**src/rtl/in_fsm_if.sv**
```systemverilog
// Receive-side bus bundle for in_fsm: PHY RX nibble inputs on one side,
// receive data buffer and control FIFO write ports on the other.
interface in_fsm_if #(
    parameter int SEQ_W = 11
);
    // PHY receive side
    logic             rx_dv_in;
    logic             rx_er_in;
    logic [3:0]       data_in;

    // Receive data buffer write port
    logic [7:0]       data_out;
    logic             wren_data_out;

    // Receive control FIFO write port
    logic [23:0]      ctrl_block_out;
    logic             wren_ctrl_out;

    // Status
    logic [SEQ_W-1:0] frame_seq_out;
    logic             busy_out;

    // The FSM itself: consumes PHY nibbles, produces buffer/FIFO writes
    modport slave (
        input  rx_dv_in,
        input  rx_er_in,
        input  data_in,
        output data_out,
        output wren_data_out,
        output ctrl_block_out,
        output wren_ctrl_out,
        output frame_seq_out,
        output busy_out
    );

    // The PHY/consumer side that drives nibbles and observes writes
    modport master (
        output rx_dv_in,
        output rx_er_in,
        output data_in,
        input  data_out,
        input  wren_data_out,
        input  ctrl_block_out,
        input  wren_ctrl_out,
        input  frame_seq_out,
        input  busy_out
    );
endinterface

```
**src/rtl/in_fsm.sv**
```systemverilog
// in_fsm: receive nibble FSM. Strips preamble/SFD from an MII-style nibble
// stream (low nibble first), assembles bytes into the receive data buffer and
// emits one {err, seq, length} control word per frame into the control FIFO.
module in_fsm #(
    parameter int MAX_LEN = 1518,
    parameter int MIN_LEN = 64,
    parameter int SEQ_W   = 11
) (
    input  logic     clk_phy,
    input  logic     reset,
    in_fsm_if.slave  bus
);

    localparam int LEN_W  = 12;
    localparam int CTRL_W = 1 + SEQ_W + LEN_W;

    localparam logic [LEN_W-1:0] MAX_LEN_L = LEN_W'(MAX_LEN);
    localparam logic [LEN_W-1:0] MIN_LEN_L = LEN_W'(MIN_LEN);

    localparam logic [3:0] NIB_PRE = 4'h5;
    localparam logic [3:0] NIB_SFD = 4'hD;

    typedef enum logic [2:0] {
        S_IDLE     = 3'd0,
        S_PREAMBLE = 3'd1,
        S_DATA_LO  = 3'd2,
        S_DATA_HI  = 3'd3,
        S_DONE     = 3'd4
    } state_t;

    // Registered state and outputs
    state_t             r_state;
    logic [7:0]         r_data;
    logic               r_wren_data;
    logic [CTRL_W-1:0]  r_ctrl;
    logic               r_wren_ctrl;
    logic [SEQ_W-1:0]   r_seq;
    logic               r_busy;
    logic [LEN_W-1:0]   r_len;
    logic               r_err;
    logic [3:0]         r_lo;

    // Next-state values
    state_t             w_state;
    logic [7:0]         w_data;
    logic               w_wren_data;
    logic [CTRL_W-1:0]  w_ctrl;
    logic               w_wren_ctrl;
    logic [SEQ_W-1:0]   w_seq;
    logic               w_busy;
    logic [LEN_W-1:0]   w_len;
    logic               w_err;
    logic [3:0]         w_lo;

    // Frame-end request from the data states and the error bit it carries
    logic               w_end;
    logic               w_end_err;
    logic [SEQ_W-1:0]   w_seq_inc;

    // Sequence number of the frame being closed; wraps naturally at 2^SEQ_W
    assign w_seq_inc = r_seq + 1'b1;

    // State register and registered outputs; async clear discards any frame
    always_ff @(posedge clk_phy or negedge reset) begin
        if (!reset) begin
            r_state     <= S_IDLE;
            r_data      <= '0;
            r_wren_data <= 1'b0;
            r_ctrl      <= '0;
            r_wren_ctrl <= 1'b0;
            r_seq       <= '0;
            r_busy      <= 1'b0;
            r_len       <= '0;
            r_err       <= 1'b0;
            r_lo        <= '0;
        end else begin
            r_state     <= w_state;
            r_data      <= w_data;
            r_wren_data <= w_wren_data;
            r_ctrl      <= w_ctrl;
            r_wren_ctrl <= w_wren_ctrl;
            r_seq       <= w_seq;
            r_busy      <= w_busy;
            r_len       <= w_len;
            r_err       <= w_err;
            r_lo        <= w_lo;
        end
    end

    // Next-state and output decode; strobes default low, everything else holds
    always_comb begin
        w_state     = r_state;
        w_data      = r_data;
        w_wren_data = 1'b0;
        w_ctrl      = r_ctrl;
        w_wren_ctrl = 1'b0;
        w_seq       = r_seq;
        w_busy      = r_busy;
        w_len       = r_len;
        w_err       = r_err;
        w_lo        = r_lo;
        w_end       = 1'b0;
        w_end_err   = 1'b0;

        case (r_state)
            S_IDLE: begin
                // Only a preamble nibble starts a frame; other traffic is ignored
                if (bus.rx_dv_in && (bus.data_in == NIB_PRE)) begin
                    w_state = S_PREAMBLE;
                end
            end

            S_PREAMBLE: begin
                if (!bus.rx_dv_in) begin
                    w_state = S_IDLE;
                end else if (bus.data_in == NIB_PRE) begin
                    w_state = S_PREAMBLE;
                end else if (bus.data_in == NIB_SFD) begin
                    w_state = S_DATA_LO;
                    w_busy  = 1'b1;
                    w_len   = '0;
                    w_err   = 1'b0;
                end else begin
                    // Corrupt preamble: abandon silently
                    w_state = S_IDLE;
                end
            end

            S_DATA_LO: begin
                if (bus.rx_dv_in) begin
                    w_lo    = bus.data_in;
                    w_state = S_DATA_HI;
                    if (bus.rx_er_in) begin
                        w_err = 1'b1;
                    end
                end else begin
                    // Clean end on a byte boundary; runts are flagged here
                    w_end     = 1'b1;
                    w_end_err = r_err | (r_len < MIN_LEN_L);
                end
            end

            S_DATA_HI: begin
                if (bus.rx_dv_in) begin
                    w_state = S_DATA_LO;
                    if (bus.rx_er_in) begin
                        w_err = 1'b1;
                    end
                    if (r_len < MAX_LEN_L) begin
                        w_data      = {bus.data_in, r_lo};
                        w_wren_data = 1'b1;
                        w_len       = r_len + 1'b1;
                    end else begin
                        // Oversize: drop the byte, keep length pinned at the cap
                        w_err = 1'b1;
                    end
                end else begin
                    // Dribble nibble: half a byte is never written
                    w_end     = 1'b1;
                    w_end_err = 1'b1;
                end
            end

            S_DONE: begin
                // Dead cycle while the control word is written; inputs ignored
                w_state = S_IDLE;
            end

            default: begin
                w_state = S_IDLE;
            end
        endcase

        // Frame close: the control word and status land in the DONE cycle
        if (w_end) begin
            w_state     = S_DONE;
            w_ctrl      = {w_end_err, w_seq_inc, r_len};
            w_wren_ctrl = 1'b1;
            w_seq       = w_seq_inc;
            w_busy      = 1'b0;
            w_len       = '0;
            w_err       = 1'b0;
        end
    end

    assign bus.data_out       = r_data;
    assign bus.wren_data_out  = r_wren_data;
    assign bus.ctrl_block_out = r_ctrl;
    assign bus.wren_ctrl_out  = r_wren_ctrl;
    assign bus.frame_seq_out  = r_seq;
    assign bus.busy_out       = r_busy;

    // Byte and control writes share no cycle, so a single downstream arbiter is not needed
    always @(posedge clk_phy) begin
        if (reset) begin
            assert (!(r_wren_data && r_wren_ctrl))
                else $error("in_fsm: data and ctrl strobes overlap");
            assert (r_len <= MAX_LEN_L)
                else $error("in_fsm: length exceeded MAX_LEN");
        end
    end

endmodule

```
**src/flat_wrapper.sv**
```systemverilog
// flat-port wrapper written by rule: the top's interface ports become plain ports
module in_fsm_flat 
#(
    parameter int MAX_LEN = 1518,
    parameter int MIN_LEN = 64,
    parameter int SEQ_W   = 11
)
  (clk_phy, reset, bus_rx_dv_in, bus_rx_er_in, bus_data_in, bus_data_out, bus_wren_data_out, bus_ctrl_block_out, bus_wren_ctrl_out, bus_frame_seq_out, bus_busy_out);
  in_fsm_if #(.SEQ_W(SEQ_W)) bus_i ();
  input  logic clk_phy;
  input  logic reset;
  input wire logic [$bits(bus_i.rx_dv_in)-1:0] bus_rx_dv_in;
  input wire logic [$bits(bus_i.rx_er_in)-1:0] bus_rx_er_in;
  input wire logic [$bits(bus_i.data_in)-1:0] bus_data_in;
  output wire logic [$bits(bus_i.data_out)-1:0] bus_data_out;
  output wire logic [$bits(bus_i.wren_data_out)-1:0] bus_wren_data_out;
  output wire logic [$bits(bus_i.ctrl_block_out)-1:0] bus_ctrl_block_out;
  output wire logic [$bits(bus_i.wren_ctrl_out)-1:0] bus_wren_ctrl_out;
  output wire logic [$bits(bus_i.frame_seq_out)-1:0] bus_frame_seq_out;
  output wire logic [$bits(bus_i.busy_out)-1:0] bus_busy_out;
  assign bus_i.rx_dv_in = bus_rx_dv_in;
  assign bus_i.rx_er_in = bus_rx_er_in;
  assign bus_i.data_in = bus_data_in;
  assign bus_data_out = bus_i.data_out;
  assign bus_wren_data_out = bus_i.wren_data_out;
  assign bus_ctrl_block_out = bus_i.ctrl_block_out;
  assign bus_wren_ctrl_out = bus_i.wren_ctrl_out;
  assign bus_frame_seq_out = bus_i.frame_seq_out;
  assign bus_busy_out = bus_i.busy_out;
  in_fsm #(.MAX_LEN(MAX_LEN), .MIN_LEN(MIN_LEN), .SEQ_W(SEQ_W)) u_core (.clk_phy(clk_phy), .reset(reset), .bus(bus_i));
endmodule
```
**config.mk**
```make
export PLATFORM = sky130hd
export DESIGN_NAME = in_fsm_flat
export DESIGN_NICKNAME = d
export VERILOG_FILES = /design/src/rtl/in_fsm_if.sv /design/src/rtl/in_fsm.sv /design/src/flat_wrapper.sv
export SDC_FILE = /design/constraint.sdc
export NUM_CORES = 1
export LEC_CHECK = 0
export CORE_UTILIZATION = 35
export DETAILED_ROUTE_END_ITERATION = 10
export PLACE_DENSITY = 0.67
export SKIP_CTS_REPAIR_TIMING = 1
export SLEW_MARGIN = 20
export SYNTH_ARGS = -nofsm -noshare
export SYNTH_HDL_FRONTEND = slang
export SYNTH_SLANG_ARGS = --single-unit
```
**constraint.sdc**
```tcl
create_clock -name clk_phy -period 2.6 [get_ports clk_phy]
set_input_delay 0.39 -clock clk_phy [delete_from_list [all_inputs] [get_ports clk_phy]]
set_output_delay 0.39 -clock clk_phy [all_outputs]
set_load 0.01 [all_outputs]
```
==> results.yml <==
status:
  status: "completed"
cells_and_area:
  drive_above_1_share_pct: 19.5
  antenna_cells: 0
  fin_cells: 352
  ff_latch_area_um2: 1380
  fillers: 653
  final_core_util_pct: 46.5
  syn_to_final_growth_pct: 26.7
  layout.nets: 265
  multiInputGateArea_um2: 1010
logic_synthesis:
  synth.avg_cell_area_um2: 12.1
  synth_seq_cells: 55
  yosysMostFrequentCell: "dfrtp_1"
  syn_inst: 209
  yosys-top-cells-area: "dfrtp_1 55%, mux2_2 12%, buf_4 3.9%"
  seq_area_frac_synth_pct: 54.6
  synth_area_um2: 2520
  synthArstFlopShare_pct: 100
  synth_edf_count: 0
  yosysWarnings: 0
  syn_nets: 219
  synth.top_cell.area_share_pct: 54.6
  yosys.area.top_type: "dfrtp_1"
  ys.flop_type: "dfrtp_1"
  synthTopCellsByCount: "55 x dfrtp_1, 26 x mux2_2, 13 x buf_4"
  ys_types: 43
global_routing:
  grt_usage_pct: 14.0
  grt_pass1_wl_um: 8140
  antenna_found_initial: 0
  global_route.overflow_total: 0
  grt_pass1_vias: 1700
  grt_max_degree: 56
clocking:
  cts.path.max_buffers: 2
  ctsHtreeMaxLevel: 2
  cts_buffers: 5
  path_clk_slew_ns: 0.10
  clockRootBuffer: "clkbuf_8"
  clock_sinks: 55
  worstSkewPairLatency_ns: 0.31
  tritoncts: "done"
drt:
  drc: 0
  vias_per_cell: 4.97
  vias: 1749
  wire_per_inst_um: 13.7
  dr.pass1.iters: 4
  drtIter0Drc: 115
  antenna_left: 0
  finalWirelength_um: 4810
floorplan:
  rows: 30
  die_x_um: 86.8
  dieArea_um2: 7540
  core_um2: 6870
  dieHeight_um: 86.8
  initial_core_util_pct: 36.7
  pin_count: 54
worst_setup_path:
  crit_path_max_fanout: 16
  crit_type: "reg2reg"
  crit_required_ns: 2.80
  arrival_ns: 2.02
  cp-start-kind: "flip-flop"
  endpoint_kind: "flip-flop"
power:
  p_seq_share_pct: 57.1
  p_leak_nw: 1.44
  power_frac_comb_pct: 3.4
  internal_power_mw: 1.20
  p_total_mw: 1.51
  p_clk_share_pct: 39.5
  p_sw_mw: 0.314
  pwr_density_cell_nw_per_um2: 474
  peakVddDrop_uv: 250
  p_sw_share_pct: 20.8
timing:
  finalCriticalPeriod_ns: 1.82
  slew_headroom_pct: 54.0
  setup_violations: 0
  max_freq_mhz: 549
  rsz0062_at_grt: "no"
  slew_viol_final: 0
  worst_pin_slew_ns: 0.691
  hold_viol: 0
  finalClockSkew_ns: 0.0114
  hold_ws_ns: 0.183
  min_period_over_period_pct: 70.0
  setup_tns_ns: 0
placed_design:
  place.port_buffers: 53
  gp_congestion: 0.913
  numPlacedInstances: 344
  hpwl_um: 3460
flow_run:
  cap_violations: 0
worst_hold_path:
  min_path_type: "in2async"
[power groups by stage]
stage	combinational [mW]	sequential, mW	clock (mW)
after floorplan	0.0145	0.881	0
after global placement	0.0519	0.881	0
after detailed placement	0.0531	0.881	0
after CTS	0.0531	0.864	0.615
after global routing	0.0580	0.865	0.652
final	0.0510	0.864	0.597
[final timing paths]
path	from	to	slack [ns]	cells after the start
max	u_core.r_state[2]	u_core.bus.data_out[1]	0.78	4
min	reset	u_core.bus.ctrl_block_out[20]	0.18	2
max reg2reg	u_core.r_state[2]	u_core.bus.data_out[1]	0.78	4
min reg2reg	u_core.bus.ctrl_block_out[22]	u_core.bus.ctrl_block_out[22]	0.49	1
max in group asynchronous	reset	u_core.r_len[7]	1.93	2
min in group clk_phy	u_core.bus.ctrl_block_out[22]	u_core.bus.ctrl_block_out[22]	0.49	1
[cell usage in the layout (no fill, tap or decap), types with 2 or more instances in the layout]
master / Yosys / final
dfrtp_1: 55 / 55
o22ai_1: 2 / 2
a21o_1: 3 / 3
a22oi_1: 3 / 3
nand2_1: 12 / 12
nand2b_1: 3 / 3
mux2_2: 26 / 26
nor3_1: 3 / 3
a22o_1: 2 / 2
and3_1: 10 / 10
xor2_1: 3 / 3
xnor2_1: 7 / 7
ha_1: 2 / 2
a21oi_1: 6 / 6
buf_4: 13 / 4
a31oi_1: 7 / 7
nand4_1: 5 / 5
o21ai_0: 5 / 5
clkdlybuf4s50_1: 0 / 52
clkbuf_8: 0 / 6
o21ai_1: 2 / 2
nand3_1: 2 / 2
inv_1: 3 / 3
nor2_1: 11 / 11
[area by class of cell]
type	count	share of cell area (%)
Sequential cell	55	43.1
Clock buffer	6	2.59
Inverter	3	0.353
Multi-Input combinational cell	133	31.6
Clock inverter	2	1.22
Tap cell	96	3.76
Timing Repair Buffer	57	17.4
[kinds of logic (layout without fill, tap and decap cells)]
kind of cell / Yosys count / in the layout / synth area share (%)
buffers and inverters: 21 / 68 / 5.56
AO/OA/AOI/OAI: 39 / 39 / 11.3
multiplexers: 26 / 26 / 11.6
adder cells (fa/ha/maj): 2 / 2 / 0.993
flip-flops: 55 / 55 / 54.6
XOR/XNOR: 10 / 10 / 3.48
AND/OR/NAND/NOR: 56 / 56 / 12.4
[flip-flops by register name, indices dropped and copies added (netlist names), 3 cells and up]
signal                     count
u_core.bus.ctrl_block_out     24
u_core.bus.data_out            8
u_core.r_state                 3
u_core.r_lo                    4
u_core.r_len                  12
[per-stage QoR]
stage | setup WS, ns | instance area, um2
floorplan | 0.961 | 2520
global placement | 0.454 | 3070
detailed placement | 0.418 | 3070
CTS | 0.750 | 3190
global route | 0.641 | 3190
finish | 0.779 | 3190
[critical path: stages (launching register included)]
cell,delay (ns)
dfrtp_1,0.47
and2b_2,0.30
nand3_4,0.13
a21oi_4,0.42
mux2_2,0.39
[per-layer routing]
| metal | routed length (um) | GRT usage [%] |
|---|---|---|
| met3 | 256 | 3.62 |
| met5 | 0 | 0 |
| met2 | 2280 | 21.4 |
| met1 | 2160 | 18.8 |
| met4 | 114 | 6.21 |
No activity file was read; power rests on OpenSTA's default activity.
